$ cat config.mk
export PLATFORM = sky130hd
export DESIGN_NAME = pifo_cmd_issue_buffer_flat
export DESIGN_NICKNAME = d
export VERILOG_FILES = /design/src/rtl/pifo_cmd_issue_buffer_pkg.sv /design/src/rtl/pifo_cmd_issue_buffer_if.sv /design/src/rtl/pifo_cmd_issue_buffer_fifo.sv /design/src/rtl/pifo_cmd_issue_buffer.sv /design/src/flat_wrapper.sv
export SDC_FILE = /design/constraint.sdc
export NUM_CORES = 1
export LEC_CHECK = 0
export ABC_AREA = 1
export CAP_MARGIN = 20
export CORE_MARGIN = 2
export CORE_UTILIZATION = 51
export CTS_CLUSTER_SIZE = 20
export DETAILED_ROUTE_END_ITERATION = 10
export PLACE_DENSITY_LB_ADDON = 0.1
export SKIP_LAST_GASP = 1
export SYNTH_ARGS = -nofsm -noshare
export SYNTH_HDL_FRONTEND = slang
export SYNTH_SLANG_ARGS = --single-unit
$ cat constraint.sdc
create_clock -name i_clk -period 10.7 [get_ports i_clk]
set_input_delay 1.605 -clock i_clk [delete_from_list [all_inputs] [get_ports i_clk]]
set_output_delay 1.605 -clock i_clk [all_outputs]
set_load 0.02 [all_outputs]
$ cat src/rtl/pifo_cmd_issue_buffer_pkg.sv
// pifo_cmd_pkg: command entry layout, field widths and idle output values
// shared by the issue buffer, its FIFO and the bus interface. The field widths
// are fixed here so that FIFO storage and port widths always agree.
package pifo_cmd_pkg;

  localparam int PTW           = 16;
  localparam int MTW           = 16;
  localparam int TREE_NUM      = 4;
  localparam int TREE_NUM_BITS = $clog2(TREE_NUM);
  localparam int DW            = MTW + PTW;

  // "priority" is a reserved word, so the priority field is called prio.
  typedef struct packed {
    logic                     pop;
    logic                     push;
    logic [PTW-1:0]           prio;
    logic [TREE_NUM_BITS-1:0] tree_id;
    logic [DW-1:0]            data;
  } cmd_entry_t;

  localparam logic [PTW-1:0]           IDLE_PRIORITY = '1;
  localparam logic [TREE_NUM_BITS-1:0] IDLE_TREE_ID  = '0;
  localparam logic [DW-1:0]            IDLE_DATA     = '1;

  localparam cmd_entry_t IDLE_ENTRY = '{pop: 1'b0, push: 1'b0, prio: IDLE_PRIORITY,
                                        tree_id: IDLE_TREE_ID, data: IDLE_DATA};

  // Build a queue entry; a pop-only command carries idle push fields.
  function automatic cmd_entry_t make_entry(input logic                     push,
                                            input logic                     pop,
                                            input logic [PTW-1:0]           prio,
                                            input logic [TREE_NUM_BITS-1:0] tree_id,
                                            input logic [DW-1:0]            data);
    cmd_entry_t e;
    e      = IDLE_ENTRY;
    e.pop  = pop;
    e.push = push;
    if (push) begin
      e.prio    = prio;
      e.tree_id = tree_id;
      e.data    = data;
    end
    return e;
  endfunction

endpackage

$ cat src/rtl/pifo_cmd_issue_buffer_if.sv
// pifo_cmd_issue_buffer_if: trace-reader commands in, tree operations and
// status out. The master modport is the trace reader / tree side, the slave
// modport is the issue buffer.
interface pifo_cmd_issue_buffer_if #(
  parameter int DEPTH      = 8,
  parameter int DROP_CNT_W = 8
);
  import pifo_cmd_pkg::*;

  localparam int CNT_W = $clog2(DEPTH) + 1;

  logic                     i_push;
  logic [PTW-1:0]           i_push_priority;
  logic [TREE_NUM_BITS-1:0] i_push_tree_id;
  logic [DW-1:0]            i_push_data;
  logic                     i_pop;
  logic                     i_finish;
  logic                     i_pifo_ready;

  logic                     o_push;
  logic [PTW-1:0]           o_push_priority;
  logic [TREE_NUM_BITS-1:0] o_push_tree_id;
  logic [DW-1:0]            o_push_data;
  logic                     o_pop;
  logic [CNT_W-1:0]         o_count;
  logic                     o_full;
  logic                     o_overflow;
  logic [DROP_CNT_W-1:0]    o_drop_count;
  logic                     o_done;

  modport master (
    output i_push, i_push_priority, i_push_tree_id, i_push_data, i_pop, i_finish, i_pifo_ready,
    input  o_push, o_push_priority, o_push_tree_id, o_push_data, o_pop,
    input  o_count, o_full, o_overflow, o_drop_count, o_done
  );

  modport slave (
    input  i_push, i_push_priority, i_push_tree_id, i_push_data, i_pop, i_finish, i_pifo_ready,
    output o_push, o_push_priority, o_push_tree_id, o_push_data, o_pop,
    output o_count, o_full, o_overflow, o_drop_count, o_done
  );
endinterface

$ cat src/rtl/pifo_cmd_issue_buffer_fifo.sv
// cmd_fifo: synchronous FIFO of command entries. The head entry is read
// straight from storage; the issue buffer's output register provides the
// registered stage. A write while full is accepted when a read fires on the
// same edge.
module cmd_fifo
  import pifo_cmd_pkg::*;
#(
  parameter int DEPTH = 8
) (
  input  logic                      clk_i,
  input  logic                      rst_ni,
  input  logic                      wr_en_i,
  input  cmd_entry_t                wr_data_i,
  input  logic                      rd_en_i,
  output cmd_entry_t                rd_data_o,
  output logic [$clog2(DEPTH):0]    count_o,
  output logic                      full_o,
  output logic                      empty_o
);
  localparam int AW    = $clog2(DEPTH);
  localparam int CNT_W = AW + 1;

  cmd_entry_t       mem_q [DEPTH];
  logic [AW-1:0]    wr_ptr_q, wr_ptr_d, rd_ptr_q, rd_ptr_d;
  logic [CNT_W-1:0] count_q, count_d;
  logic             wr_fire, rd_fire;

  assign empty_o   = (count_q == '0);
  assign full_o    = (count_q == CNT_W'(DEPTH));
  assign rd_fire   = rd_en_i & ~empty_o;
  assign wr_fire   = wr_en_i & (~full_o | rd_fire);
  assign rd_data_o = mem_q[rd_ptr_q];
  assign count_o   = count_q;

  // Storage write; contents need no reset since occupancy guards every read.
  always_ff @(posedge clk_i) begin
    if (wr_fire) mem_q[wr_ptr_q] <= wr_data_i;
  end

  // Next pointers and occupancy; pointers wrap naturally (DEPTH is a power of two).
  always_comb begin
    wr_ptr_d = wr_ptr_q;
    rd_ptr_d = rd_ptr_q;
    count_d  = count_q;
    if (wr_fire) wr_ptr_d = wr_ptr_q + 1'b1;
    if (rd_fire) rd_ptr_d = rd_ptr_q + 1'b1;
    if (wr_fire && !rd_fire)      count_d = count_q + 1'b1;
    else if (!wr_fire && rd_fire) count_d = count_q - 1'b1;
  end

  // Pointer and occupancy registers.
  always_ff @(posedge clk_i or negedge rst_ni) begin
    if (!rst_ni) begin
      wr_ptr_q <= '0;
      rd_ptr_q <= '0;
      count_q  <= '0;
    end else begin
      wr_ptr_q <= wr_ptr_d;
      rd_ptr_q <= rd_ptr_d;
      count_q  <= count_d;
    end
  end
endmodule

$ cat src/rtl/pifo_cmd_issue_buffer.sv
// pifo_cmd_issue_buffer: queues trace-reader push/pop commands and issues them
// to the PIFO tree when the tree is ready and ISSUE_GAP cycles have passed
// since the previous issue. Tracks dropped commands and end-of-trace drain.
// Optional macro PIFO_CMD_BYPASS_EN: a command arriving at an empty FIFO while
// the issue condition holds goes straight to the output registers.
module pifo_cmd_issue_buffer
  import pifo_cmd_pkg::*;
#(
  parameter int DEPTH      = 8,
  parameter int ISSUE_GAP  = 1,
  parameter int DROP_CNT_W = 8
) (
  input  logic                   i_clk,
  input  logic                   i_arst_n,
  pifo_cmd_issue_buffer_if.slave bus
);
  localparam int CNT_W = $clog2(DEPTH) + 1;
  localparam int GAP_W = (ISSUE_GAP > 1) ? $clog2(ISSUE_GAP) : 1;

  cmd_entry_t            cmd_in, fifo_head, issue_entry, out_q, out_d;
  logic                  cmd_present, issue_ok, issue, fifo_wr, fifo_rd, drop;
  logic                  fifo_full, fifo_empty;
  logic [CNT_W-1:0]      fifo_count;
  logic [GAP_W-1:0]      gap_q, gap_d;
  logic [DROP_CNT_W-1:0] drop_cnt_q, drop_cnt_d;
  logic                  overflow_q, overflow_d, fin_q, fin_d, done_q, done_d;

  assign cmd_present = bus.i_push | bus.i_pop;
  assign cmd_in      = make_entry(bus.i_push, bus.i_pop, bus.i_push_priority,
                                  bus.i_push_tree_id, bus.i_push_data);
  assign issue_ok    = bus.i_pifo_ready & (gap_q == '0);

`ifdef PIFO_CMD_BYPASS_EN
  assign issue       = issue_ok & (~fifo_empty | cmd_present);
  assign fifo_rd     = issue & ~fifo_empty;
  assign fifo_wr     = cmd_present & ~(issue & fifo_empty);
  assign issue_entry = fifo_empty ? cmd_in : fifo_head;
`else
  assign issue       = issue_ok & ~fifo_empty;
  assign fifo_rd     = issue;
  assign fifo_wr     = cmd_present;
  assign issue_entry = fifo_head;
`endif

  // A full FIFO only takes a new command if the head leaves on the same edge.
  assign drop = fifo_wr & fifo_full & ~fifo_rd;

  cmd_fifo #(.DEPTH(DEPTH)) u_fifo (
    .clk_i     (i_clk),
    .rst_ni    (i_arst_n),
    .wr_en_i   (fifo_wr),
    .wr_data_i (cmd_in),
    .rd_en_i   (fifo_rd),
    .rd_data_o (fifo_head),
    .count_o   (fifo_count),
    .full_o    (fifo_full),
    .empty_o   (fifo_empty)
  );

  // Next state: output entry, issue spacing, drop accounting, finish/done.
  always_comb begin
    out_d      = issue ? issue_entry : IDLE_ENTRY;
    gap_d      = gap_q;
    if (issue)              gap_d = GAP_W'(ISSUE_GAP - 1);
    else if (gap_q != '0)   gap_d = gap_q - 1'b1;
    overflow_d = overflow_q | drop;
    drop_cnt_d = drop_cnt_q;
    if (drop && (drop_cnt_q != '1)) drop_cnt_d = drop_cnt_q + 1'b1;
    fin_d      = fin_q | bus.i_finish;
    done_d     = done_q | (fin_q & fifo_empty & ~cmd_present & ~issue);
  end

  // Control and output registers.
  always_ff @(posedge i_clk or negedge i_arst_n) begin
    if (!i_arst_n) begin
      out_q      <= IDLE_ENTRY;
      gap_q      <= '0;
      drop_cnt_q <= '0;
      overflow_q <= 1'b0;
      fin_q      <= 1'b0;
      done_q     <= 1'b0;
    end else begin
      out_q      <= out_d;
      gap_q      <= gap_d;
      drop_cnt_q <= drop_cnt_d;
      overflow_q <= overflow_d;
      fin_q      <= fin_d;
      done_q     <= done_d;
    end
  end

  assign bus.o_push          = out_q.push;
  assign bus.o_pop           = out_q.pop;
  assign bus.o_push_priority = out_q.prio;
  assign bus.o_push_tree_id  = out_q.tree_id;
  assign bus.o_push_data     = out_q.data;
  assign bus.o_count         = fifo_count;
  assign bus.o_full          = fifo_full;
  assign bus.o_overflow      = overflow_q;
  assign bus.o_drop_count    = drop_cnt_q;
  assign bus.o_done          = done_q;
endmodule

$ cat src/flat_wrapper.sv
// flat-port wrapper written by rule: the top's interface ports become plain ports
module pifo_cmd_issue_buffer_flat import pifo_cmd_pkg::*;
#(
  parameter int DEPTH      = 8,
  parameter int ISSUE_GAP  = 1,
  parameter int DROP_CNT_W = 8
)
  (i_clk, i_arst_n, bus_i_push, bus_i_push_priority, bus_i_push_tree_id, bus_i_push_data, bus_i_pop, bus_i_finish, bus_i_pifo_ready, bus_o_push, bus_o_push_priority, bus_o_push_tree_id, bus_o_push_data, bus_o_pop, bus_o_count, bus_o_full, bus_o_overflow, bus_o_drop_count, bus_o_done);
  pifo_cmd_issue_buffer_if #(.DEPTH(DEPTH), .DROP_CNT_W(DROP_CNT_W)) bus_i ();
  input  logic i_clk;
  input  logic i_arst_n;
  input wire logic [$bits(bus_i.i_push)-1:0] bus_i_push;
  input wire logic [$bits(bus_i.i_push_priority)-1:0] bus_i_push_priority;
  input wire logic [$bits(bus_i.i_push_tree_id)-1:0] bus_i_push_tree_id;
  input wire logic [$bits(bus_i.i_push_data)-1:0] bus_i_push_data;
  input wire logic [$bits(bus_i.i_pop)-1:0] bus_i_pop;
  input wire logic [$bits(bus_i.i_finish)-1:0] bus_i_finish;
  input wire logic [$bits(bus_i.i_pifo_ready)-1:0] bus_i_pifo_ready;
  output wire logic [$bits(bus_i.o_push)-1:0] bus_o_push;
  output wire logic [$bits(bus_i.o_push_priority)-1:0] bus_o_push_priority;
  output wire logic [$bits(bus_i.o_push_tree_id)-1:0] bus_o_push_tree_id;
  output wire logic [$bits(bus_i.o_push_data)-1:0] bus_o_push_data;
  output wire logic [$bits(bus_i.o_pop)-1:0] bus_o_pop;
  output wire logic [$bits(bus_i.o_count)-1:0] bus_o_count;
  output wire logic [$bits(bus_i.o_full)-1:0] bus_o_full;
  output wire logic [$bits(bus_i.o_overflow)-1:0] bus_o_overflow;
  output wire logic [$bits(bus_i.o_drop_count)-1:0] bus_o_drop_count;
  output wire logic [$bits(bus_i.o_done)-1:0] bus_o_done;
  assign bus_i.i_push = bus_i_push;
  assign bus_i.i_push_priority = bus_i_push_priority;
  assign bus_i.i_push_tree_id = bus_i_push_tree_id;
  assign bus_i.i_push_data = bus_i_push_data;
  assign bus_i.i_pop = bus_i_pop;
  assign bus_i.i_finish = bus_i_finish;
  assign bus_i.i_pifo_ready = bus_i_pifo_ready;
  assign bus_o_push = bus_i.o_push;
  assign bus_o_push_priority = bus_i.o_push_priority;
  assign bus_o_push_tree_id = bus_i.o_push_tree_id;
  assign bus_o_push_data = bus_i.o_push_data;
  assign bus_o_pop = bus_i.o_pop;
  assign bus_o_count = bus_i.o_count;
  assign bus_o_full = bus_i.o_full;
  assign bus_o_overflow = bus_i.o_overflow;
  assign bus_o_drop_count = bus_i.o_drop_count;
  assign bus_o_done = bus_i.o_done;
  pifo_cmd_issue_buffer #(.DEPTH(DEPTH), .ISSUE_GAP(ISSUE_GAP), .DROP_CNT_W(DROP_CNT_W)) u_core (.i_clk(i_clk), .i_arst_n(i_arst_n), .bus(bus_i));
endmodule
==> results of run 1 <==
## synthesized netlist by cell type (all sizes together)
| cell | n | area share (%) |
|---|---|---|
| nand3b | 1 | 0.039 |
| nand2b | 1 | 0.032 |
| dfstp | 48 | 6.5 |
| fa | 1 | 0.10 |
| a21oi | 1 | 0.045 |
| clkbuf | 11 | 0.21 |
| nand3 | 361 | 9.4 |
| inv | 31 | 0.61 |
| nand2 | 466 | 9.1 |
| buf | 80 | 2.4 |
| o21bai | 1 | 0.039 |
| ha | 6 | 0.39 |
| xor2 | 3 | 0.14 |
| xnor2 | 5 | 0.23 |
| clkinv | 1 | 0.019 |
| edfxtp | 416 | 65 |
| or2 | 52 | 1.7 |
| dfrtp | 25 | 3.2 |
| nor2 | 50 | 1.0 |
| o21ai | 13 | 0.34 |
## state kept, by name, summed over array words and instances (netlist names)
signal / count
u_core.u_fifo.mem_q: 416
u_core.bus.o_done: 1
u_core.bus.o_push_data: 32
u_core.u_fifo.wr_ptr_q: 3
u_core.bus.o_overflow: 1
u_core.bus.o_push: 1
u_core.fin_q: 1
u_core.bus.o_drop_count: 8
u_core.bus.o_pop: 1
u_core.u_fifo.count_o: 4
u_core.u_fifo.rd_ptr_q: 3
u_core.bus.o_push_priority: 16
u_core.bus.o_push_tree_id: 2
## kinds of logic (layout without fill, tap and decap cells)
family	Yosys count	count (layout)	share of synthesized area [%]
AOI/OAI and AO/OA	15	15	0.420
and+or+nand+nor	931	931	21.2
DFF	489	489	74.3
adders and majority gates	7	7	0.491
buffers and inverters	123	263	3.23
xor gates and xnor gates	8	8	0.362
## cell type report
class	instances	area [um2]
clock buffers	64	1290
clock inverters	25	164
fillers	3013	15100
inverters	32	128
multi-input cells	961	4410
flip-flops and latches	489	14400
well taps	511	639
repair buffers	142	1410
## where the power goes
group	switching (mW)	total [mW]	internal, mW
registers	0.167	2.74	2.57
logic	1.34	1.97	0.626
clock network	0.671	1.57	0.895
## final timing paths
kind / from / to / slack (ns)
max in group asynchronous: i_arst_n / u_core.u_fifo.rd_ptr_q[0]$_DFFE_PN0P_ / 8.61
max: bus_i_push / u_core.u_fifo.mem_q[7][9]$_DFFE_PP_ / 6.48
min in group asynchronous: i_arst_n / u_core.bus.o_push_tree_id[0]$_DFF_PN0_ / 0.94
max reg2reg: u_core.u_fifo.rd_ptr_q[0]$_DFFE_PN0P_ / u_core.bus.o_push_tree_id[0]$_DFF_PN0_ / 7.65
min: u_core.fin_q$_DFF_PN0_ / u_core.fin_q$_DFF_PN0_ / 0.47
min reg2reg: u_core.fin_q$_DFF_PN0_ / u_core.fin_q$_DFF_PN0_ / 0.47
## metrics by stage
step	util, %	hold slack [ns]	total power [mW]	setup WS, ns	std cells
final	59.8	0.468	6.27	6.48	2224
after global routing	59.8	0.489	6.65	6.31	2224
after CTS	59.7	0.469	6.32	6.41	2222
after detailed placement	55.8	0.452	4.75	5.81	2133
after global placement	55.8	0.452	4.72	5.89	2133
after floorplan	-	0.438	4.10	5.93	1573
## per-layer routing
metal / GRT usage, % / part of all wire, % / up-vias
met3: 3.12 / 4.9 / 61
met2: 34.8 / 47 / 313
met5: 0 / 0 / -
li1: - / - / 5669
met1: 31.1 / 46 / 5767
met4: 7.52 / 2.3 / 0
==> impl_summary.txt, run 1 <==
----------------------------------------------------
[Pwr]
  Power density normalized to cell area ... 280 nW/um2
  Peak supply drop ... 0.000186 V
  Static leakage ... 8.09 nW

[GRT]
  Largest net degree at the start of global routing ... 111
  Initial antenna violation count ... 0
  Vias in the first global route ... 11.5k
  First-pass GRT wire length ... 64900 um
  Global route total overflow ... 0
  Tot GR Track Use ... 21.9%

[Clock tree]
  H-tree Lvls ... 2
  Reg clk slew, reported paths ... 0.06 ns
  Number of clock buffers inserted by TritonCTS ... 49
  Number of sinks driven by the clock tree ... slightly below 500
  Setup Buffers After CTS ... 0
  Total of cells resized after clock tree synthesis ... 0
  Number of hold buffers added after CTS ... 0
  Clock latency reported for the late side of the worst-skew pair ... approximately 0.57 ns
  Number of buffers between clock root and the deepest sink ... 3
  Root buffer selected by CTS ... sky130_fd_sc_hd__clkbuf_16
  CTS tree ... done

[Setup path]
  Critical path, cell by cell ... clkdlybuf4s50_1 -> inv_2 -> nand2_1 -> nand2_1 -> inv_1 -> nand2_1 -> nor2_4 -> buf_4
  Largest fanout of any net on the critical path ... 27
  Logic depth of the worst setup path including buffers ... 8
  Buf/Inv on CP ... 4
  Most frequent CP cell ... sky130_fd_sc_hd__nand2_1
  Top Family by Delay on Critical Path ... buffers and inverters
  Worst setup EP type ... register
  Critical Path AT ... 4.43 ns
  Crit path launch type ... input pin
  Cell at the slowest stage of the critical path ... sky130_fd_sc_hd__nor2_4
  Reg2Reg Depth ... 9
  Critical Path RT ... 10.91 ns
  Largest incremental delay on the critical path ... approximately 0.84 ns
  Critical path class ... input pin to register

[Floorplan]
  I/O Pins ... ~120
  CORE AREA ... 37500 um2
  X dimension of the die ... slightly below 200 um
  Die span in y ... between 150 and 200 um
  Placement row count ... 71
  Die outline area ... 39500 um2
  Initial cell density of the core ... 51.6%

[Timing]
  Final Hold Fails ... 0
  Worst clock skew ... approximately 0.014 ns
  Sum Neg Setup Slack ... 0 ns
  Time the final worst path needs with I/O delays and setup ... 4.22 ns
  Achievable clock frequency ... 0.237 GHz
  Final Cycle Share ... 39.4%
  Number of setup violations in the final report ... 0
  Final slew viol count ... 0
  Relative slew slack ... 30.6%
  RSZ-0062 raised after global routing ... false
  Least-Margin Pin Slew ... 1.04 ns

[Min path]
  Number of instances on the worst hold path ... 1
  Hold crit path type ... register to register

[Synth]
  Seq/Total Area, Yosys ... 74.3%
  Synthesized netlist net count ... 1636
  Count of distinct cell types in the synthesized netlist ... 28
  Flops & latches, synth ... 489
  Syn Area/Cell ... around 12 um2
  Synth Cell Area ... a little under 20000 um2
  YS warnings ... 0
  Post-synthesis cell count ... around 1.6k

[Routing]
  Number of nets with antenna violations after detailed routing ... 0
  Total number of vias ... approximately 12k
  Post-DR vias/cell ... ~5.3
  Per-cell routed wire length ... 18.7 um
  DR pass1 iterations ... 5
  Drt total wl ... 41600 um
  Drt drc ... 0
  Count of routing violations after the opening detailed-route iteration ... around 810

[Place]
  Detailed placement HPWL ... just over 20000 um
  Cell area reported after detailed placement ... 20900 um2
  Quantity of I/O buffers inserted on ports ... 122
  RePlAce Congestion ... 0.763

[Final layout]
  Number of antenna diodes ... 0
  Leading cell types in the layout, fill and taps excluded ... sky130_fd_sc_hd__nand2_1, sky130_fd_sc_hd__edfxtp_1, sky130_fd_sc_hd__nand3_1
  Layout cell share with drive strength beyond 1 ... 11.8%
  Fin nets ... 1738
  Final non-filler cell area ... about 22000 um2
  Commonest non-fill, non-tap cell in the layout ... sky130_fd_sc_hd__nand2_1
  Area growth, synth to finish ... 15.9%

[Job]
  Max Cap Viol ... 0

[Run status]
  Result of the run ... finished, final reports clean

----------------------------------------------------
No activity file was read; power rests on OpenSTA's default activity.
==> run 2, diff against run 1 <==
==> constraint.sdc (replaced) <==
create_clock -name i_clk -period 4.1 [get_ports i_clk]
set_input_delay 0.615 -clock i_clk [delete_from_list [all_inputs] [get_ports i_clk]]
set_output_delay 0.615 -clock i_clk [all_outputs]
set_load 0.02 [all_outputs]
==> impl_summary.txt, run 2 (synthesis gave the netlist of run 1 again) <==
----------------------------------------------------
[Run status]
  Result of the run ... finished, final reports clean (unchanged)

[Setup path]
  Register-to-register setup slack ... 1.69 ns (was 7.65 ns)
  Critical Path RT ... 3.48 ns (was 10.91 ns)
  Critical R2R Capture ... u_core.bus.o_push_priority[10]$_DFF_PN1_ (was u_core.bus.o_push_tree_id[0]$_DFF_PN0_)
  Largest fanout of any net on the critical path ... 5 (was 27)
  Worst setup EP type ... output port (was register)
  Critical Path AT ... 2.05 ns (was 4.43 ns)
  Reg2Reg Depth ... 5 (was 9)
  Crit path launch type ... register (was input pin)
  R2r startpoint ... u_core.u_fifo.rd_ptr_q[1]$_DFFE_PN0P_ (was u_core.u_fifo.rd_ptr_q[0]$_DFFE_PN0P_)
  Critical path class ... register to output port (was input pin to register)

[Pwr]
  Peak supply drop ... 0.000624 V (was 0.000186 V)
  Total Power Consumption ... 16.9 mW (was 6.27 mW)
  Power density normalized to cell area ... 744 nW/um2 (was 280 nW/um2)
  Static leakage ... 8.24 nW (was 8.09 nW)

[Final layout]
  Number of flip-flops under the largest register name ... 416 (unchanged)
  Non-filler instance count after layout ... 2237 (was 2224)
  Fin nets ... 1747 (was 1738)
  Biggest register ... u_core.u_fifo.mem_q (unchanged)
  Fill cell total of the finished layout ... 2929 (was 3013)
  Final non-filler cell area ... 22800 um2 (was 22400 um2)
  Area growth, synth to finish ... 17.7% (was 15.9%)
  Leading cell types in the layout, fill and taps excluded ... sky130_fd_sc_hd__nand2_1, sky130_fd_sc_hd__edfxtp_1, sky130_fd_sc_hd__nand3_1 (unchanged)
  Flip-flop and latch area ... 14400 um2 (unchanged)
  Layout cell share with drive strength beyond 1 ... 13.0% (was 11.8%)
  Area taken by multi-input logic gates ... 4410 um2 (unchanged)
  Commonest non-fill, non-tap cell in the layout ... sky130_fd_sc_hd__nand2_1 (unchanged)

[Clock tree]
  Number of hold buffers added after CTS ... 0 (unchanged)
  Total of cells resized after clock tree synthesis ... 0 (unchanged)
  Reg clk slew, reported paths ... 0.06 ns (about the same)
  Number of buffers between clock root and the deepest sink ... 3 (unchanged)
  Clock latency reported for the late side of the worst-skew pair ... 0.58 ns (was 0.57 ns)
  Number of sinks driven by the clock tree ... 489 (unchanged)
  Root buffer selected by CTS ... sky130_fd_sc_hd__clkbuf_16 (unchanged)
  H-tree Lvls ... 2 (unchanged)
  Number of clock buffers inserted by TritonCTS ... 50 (was 49)
  Setup Buffers After CTS ... 0 (unchanged)
  CTS tree ... done (unchanged)

[Floorplan]
  CORE AREA ... 37500 um2 (unchanged)
  Initial cell density of the core ... 51.6% (unchanged)
  Die span in y ... 199 um (unchanged)
  Die outline area ... 39500 um2 (unchanged)
  I/O Pins ... 123 (unchanged)
  Placement row count ... 71 (unchanged)
  X dimension of the die ... 199 um (unchanged)

[Timing]
  Relative slew slack ... 31.7% (was 30.6%)
  Achievable clock frequency ... 0.376 GHz
  Least-Margin Pin Slew ... 1.02 ns (was 1.04 ns)
  Number of setup violations in the final report ... 0 (unchanged)
  Worst clock skew ... 0.0118 ns (was 0.0139 ns)
  RSZ-0062 raised after global routing ... false (unchanged)
  Final Cycle Share ... 64.9%
  Time the final worst path needs with I/O delays and setup ... 2.66 ns
  Final slew viol count ... 0 (unchanged)
  Worst hold-check slack ... 0.167 ns (was 0.468 ns)
  Sum Neg Setup Slack ... 0 ns (unchanged)
  Final Hold Fails ... 0 (unchanged)

[Routing]
  Post-DR vias/cell ... 5.35 (was 5.31)
  Total number of vias ... 12.0k (was 11.8k)
  DR pass1 iterations ... 5 (unchanged)
  Drt drc ... 0 (unchanged)
  Drt total wl ... 42900 um (was 41600 um)
  Count of routing violations after the opening detailed-route iteration ... 751 (was 811)
  Per-cell routed wire length ... 19.2 um (was 18.7 um)
  Number of nets with antenna violations after detailed routing ... 0 (unchanged)

[GRT]
  First-pass GRT wire length ... 66500 um (was 64900 um)
  Largest net degree at the start of global routing ... 88 (was 111)
  Vias in the first global route ... 11.9k (was 11.5k)
  Initial antenna violation count ... 0 (unchanged)
  Global route total overflow ... 0 (unchanged)
  Tot GR Track Use ... 22.5% (was 21.9%)

[Place]
  Detailed placement HPWL ... 22200 um (was 20700 um)
  Quantity of I/O buffers inserted on ports ... 122 (unchanged)
  Cell area reported after detailed placement ... 21100 um2 (was 20900 um2)
  Placed Instances ... 2143 (was 2133)
  RePlAce Congestion ... 0.747 (was 0.763)

[Job]
  Max Cap Viol ... 0 (unchanged)

[Min path]
  Hold crit path type ... input pin to asynchronous set/reset pin (was register to register)

----------------------------------------------------
==> run 2: per-layer routing <==
metal	part of all wire (%)	GRT usage (%)	wire (um)
met1	45	31.6	19400
met5	0	0	0
met2	47	35.9	20200
met3	5.0	3.92	2140
met4	2.6	7.19	1110
==> run 2: metrics by stage <==
stage	util (%)	setup WS, ns
floorplan	-	0.322
CTS	60.7	1.39
global route	60.7	1.36
finish	60.7	1.44
detailed placement	56.3	0.914
global placement	56.3	0.967
==> run 2: how the worst max path moves through the flow <==
stage,startpoint,slack [ns],cells past startpoint,endpoint
2_1_floorplan,bus_i_push,0.32,5,u_core.u_fifo.mem_q[0][0]$_DFFE_PP_
3_3_place_gp,bus_i_push,0.97,7,u_core.u_fifo.mem_q[2][22]$_DFFE_PP_
3_5_place_dp,bus_i_push,0.91,7,u_core.u_fifo.mem_q[2][22]$_DFFE_PP_
4_1_cts,u_core.u_fifo.count_o[1]$_DFFE_PN0P_,1.39,4,bus_o_full
5_1_grt,u_core.u_fifo.count_o[1]$_DFFE_PN0P_,1.36,4,bus_o_full
6_report,u_core.u_fifo.count_o[1]$_DFFE_PN0P_,1.44,4,bus_o_full
==> run 2: cell type report <==
class	instances	area share (%)
inverters	32	0.560
flip-flops and latches	489	63.2
multi-input cells	961	19.4
clock inverters	17	0.709
clock buffers	76	6.64
diodes	1	0.0110
well taps	511	2.81
repair buffers	150	6.71
==> run 2: where the power goes <==
part           leakage [nW]  internal [mW]  switching (mW)
clock                 0.816           2.73            1.85
sequential             4.49           6.70           0.410
combinational          2.94           1.69            3.56
total                  8.24           11.1            5.82
==> run 2: critical path, stage by stage (launching register included) <==
cell                              delay (ns)
sky130_fd_sc_hd__dfrtp_1                0.45
sky130_fd_sc_hd__nor2_2                 0.28
sky130_fd_sc_hd__nand2_1                0.09
sky130_fd_sc_hd__inv_1                  0.05
sky130_fd_sc_hd__clkdlybuf4s50_1        0.59
==> run 3, diff against run 2 <==
==> constraint.sdc (replaced) <==
create_clock -name i_clk -period 2.2 [get_ports i_clk]
set_input_delay 0.33 -clock i_clk [delete_from_list [all_inputs] [get_ports i_clk]]
set_output_delay 0.33 -clock i_clk [all_outputs]
set_load 0.02 [all_outputs]
==> impl_summary.txt, run 3 (synthesis gave the netlist of run 1 again) <==
----------------------------------------------------
[Place]
  RePlAce Congestion ... 0.804 (was 0.747)
  Quantity of I/O buffers inserted on ports ... 122 (unchanged)
  Post-placement worst setup slack ... -0.103 ns (was 0.914 ns)
  Detailed placement HPWL ... 25400 um (was 22200 um)
  Placed Instances ... 2181 (was 2143)

[GRT]
  Met2 global-route usage ... 37.0% (was 35.9%)
  Largest net degree at the start of global routing ... 118 (was 88)
  Met3 usage in global routing ... 3.81% (was 3.92%)
  GR peak layer ... met2 (unchanged)
  Initial antenna violation count ... 1 (was 0)
  Met1 track utilization from global routing ... 32.6% (was 31.6%)
  First-pass GRT wire length ... 68500 um (was 66500 um)
  Global route total overflow ... 0 (unchanged)
  Tot GR Track Use ... 23.0% (was 22.5%)
  Vias in the first global route ... 11.9k (about the same)

[Routing]
  Drt total wl ... 44400 um (was 42900 um)
  Post-DR vias/cell ... 5.34 (was 5.35)
  Count of routing violations after the opening detailed-route iteration ... 998 (was 751)
  Drt drc ... 0 (unchanged)
  Per-cell routed wire length ... 19.5 um (was 19.2 um)
  Total number of vias ... 12.2k (was 12.0k)
  Number of nets with antenna violations after detailed routing ... 0 (unchanged)
  DR pass1 iterations ... 7 (was 5)

[Pwr]
  Power density normalized to cell area ... 1380 nW/um2 (was 744 nW/um2)
  Total Power Consumption ... 32.1 mW (was 16.9 mW)
  Peak supply drop ... 0.000755 V (was 0.000624 V)
  Static leakage ... 8.50 nW (was 8.24 nW)

[Final layout]
  Number of flip-flops under the largest register name ... 416 (unchanged)
  Biggest register ... u_core.u_fifo.mem_q (unchanged)
  Fill cell total of the finished layout ... 2891 (was 2929)
  Flip-flop and latch area ... 14400 um2 (about the same)
  Commonest non-fill, non-tap cell in the layout ... sky130_fd_sc_hd__nand2_1 (unchanged)
  Fin nets ... 1786 (was 1747)
  Area taken by multi-input logic gates ... 4430 um2 (was 4410 um2)
  Area growth, synth to finish ... 20.2% (was 17.7%)
  Leading cell types in the layout, fill and taps excluded ... sky130_fd_sc_hd__nand2_1, sky130_fd_sc_hd__edfxtp_1, sky130_fd_sc_hd__nand3_1 (unchanged)
  Layout cell share with drive strength beyond 1 ... 15.3% (was 13.0%)
  Fin util ... 62.0% (was 60.7%)
  Number of antenna diodes ... 0 (was 1)
  Non-filler instance count after layout ... 2274 (was 2237)

[Timing]
  Final slew viol count ... 0 (unchanged)
  Final Cycle Share ... 95.9%
  Relative slew slack ... 55.9% (was 31.7%)
  Sum Neg Setup Slack ... 0 ns (unchanged)
  Achievable clock frequency ... 0.474 GHz
  Least-Margin Pin Slew ... 0.662 ns (was 1.02 ns)
  Number of setup violations in the final report ... 0 (unchanged)
  RSZ-0062 raised after global routing ... false (unchanged)
  Final WS setup ... 0.0912 ns (was 1.44 ns)
  Time the final worst path needs with I/O delays and setup ... 2.11 ns
  Final Hold Fails ... 0 (unchanged)
  Worst clock skew ... 0.0283 ns (was 0.0118 ns)

[Floorplan]
  Placement row count ... 71 (unchanged)
  Initial cell density of the core ... 51.6% (unchanged)
  X dimension of the die ... 199 um (unchanged)
  Die outline area ... 39500 um2 (unchanged)
  I/O Pins ... 123 (unchanged)
  Die span in y ... 199 um (unchanged)
  CORE AREA ... 37500 um2 (unchanged)

[Setup path]
  Crit path launch type ... register (unchanged)
  Critical path, cell by cell ... nor2_2 -> buf_4 -> nand2_1 -> inv_1 -> dlygate4sd2_1 (was nor2_2 -> nand2_1 -> inv_1 -> clkdlybuf4s50_1)
  Largest fanout of any net on the critical path ... 3 (was 5)
  Worst setup EP type ... output port (unchanged)
  R2r startpoint ... u_core.u_fifo.count_o[2]$_DFFE_PN0P_ (was u_core.u_fifo.rd_ptr_q[1]$_DFFE_PN0P_)
  Register-to-register setup slack ... 0.14 ns (was 1.69 ns)
  Reg2Reg Depth ... 12 (was 5)
  Critical path class ... register to output port (unchanged)
  Largest incremental delay on the critical path ... 0.41 ns (was 0.59 ns)
  Critical Path AT ... 1.78 ns (was 2.05 ns)
  Critical R2R Capture ... u_core.u_fifo.count_o[3]$_DFFE_PN0P_ (was u_core.bus.o_push_priority[10]$_DFF_PN1_)
  Cell at the slowest stage of the critical path ... sky130_fd_sc_hd__dfrtp_2 (was sky130_fd_sc_hd__clkdlybuf4s50_1)
  Endpoint of the worst setup timing path ... bus_o_full (unchanged)
  Crit path from ... u_core.u_fifo.count_o[1]$_DFFE_PN0P_ (unchanged)
  Critical Path RT ... 1.87 ns (was 3.48 ns)

[Clock tree]
  Number of buffers between clock root and the deepest sink ... 3 (unchanged)
  Reg clk slew, reported paths ... 0.06 ns (about the same)
  CTS tree ... done (unchanged)
  Number of clock buffers inserted by TritonCTS ... 50 (unchanged)
  Root buffer selected by CTS ... sky130_fd_sc_hd__clkbuf_16 (unchanged)
  Number of sinks driven by the clock tree ... 489 (unchanged)
  H-tree Lvls ... 2 (unchanged)
  Clock latency reported for the late side of the worst-skew pair ... 0.58 ns (about the same)
  Setup Buffers After CTS ... 0 (unchanged)

[Job]
  Max Cap Viol ... 0 (unchanged)

[Run status]
  Result of the run ... finished, final reports clean (unchanged)

[Min path]
  Hold crit path type ... input pin to asynchronous set/reset pin (unchanged)

----------------------------------------------------
## run 3: changes by cell type in the layout (fill, tap and decap cells not counted), moves of 2 or more
cell / delta
sky130_fd_sc_hd__buf_12: +19
sky130_fd_sc_hd__buf_4: +19
sky130_fd_sc_hd__clkinv_2: +8
sky130_fd_sc_hd__clkbuf_8: -6
sky130_fd_sc_hd__clkbuf_1: -4
sky130_fd_sc_hd__dfrtp_1: -4
sky130_fd_sc_hd__dfrtp_2: +4
sky130_fd_sc_hd__clkinv_1: +3
sky130_fd_sc_hd__clkbuf_16: -2
sky130_fd_sc_hd__clkinvlp_4: -2
## run 3: metal layers
metal  routed length, um  share of wire (%)
met5                   0                  0
met4                1000                2.3
met3                2410                5.4
met2               21400                 48
met1               19600                 44
## run 3: worst min path at each step
stage,slack [ns],endpoint
5_1_grt,0.23,u_core.u_fifo.rd_ptr_q[1]$_DFFE_PN0P_
2_1_floorplan,0.03,u_core.bus.o_done$_DFF_PN0_
4_1_cts,0.20,u_core.u_fifo.rd_ptr_q[1]$_DFFE_PN0P_
6_report,0.21,u_core.u_fifo.rd_ptr_q[1]$_DFFE_PN0P_
3_3_place_gp,0.26,u_core.u_fifo.rd_ptr_q[1]$_DFFE_PN0P_
3_5_place_dp,0.27,u_core.u_fifo.rd_ptr_q[1]$_DFFE_PN0P_
## run 3: area by class of cell
cell class | instances | area share [%]
Timing Repair Buffer | 189 | 8.86
Multi-Input combinational cell | 961 | 19.0
Tap cell | 511 | 2.75
Clock inverter | 28 | 1.02
Inverter | 32 | 0.549
Clock buffer | 64 | 5.87
Sequential cell | 489 | 61.9
## run 3: where the power goes
group | switching [mW] | total [mW] | internal, mW | leakage, nW
combinational | 7.09 | 10.8 | 3.74 | 3.22
sequential | 0.565 | 13.1 | 12.5 | 4.48
clock | 3.39 | 8.23 | 4.84 | 0.798
total | 11.1 | 32.1 | 21.1 | 8.50
## run 3: critical path: cells and delay by family (launching register included)
| kind | cells | cell delay [ns] |
|---|---|---|
| flip-flops | 1 | 0.41 |
| AND/OR/NAND/NOR | 2 | 0.24 |
| buffers and inverters | 3 | 0.55 |
## run 3: per-stage QoR
stage,instance area (um2),hold WS [ns]
2_1_floorplan,19400,0.0344
3_3_place_gp,21600,0.262
3_5_place_dp,21600,0.267
4_1_cts,23200,0.199
5_1_grt,23300,0.228
6_report,23300,0.212
## run 3: timing repair
action | 4_1_cts | 5_1_grt
hold endpoints to repair | 26 | 0
hold buffers | 1 | 0
setup endpoints to repair | 1 | 2
resized for setup | 1 | 2
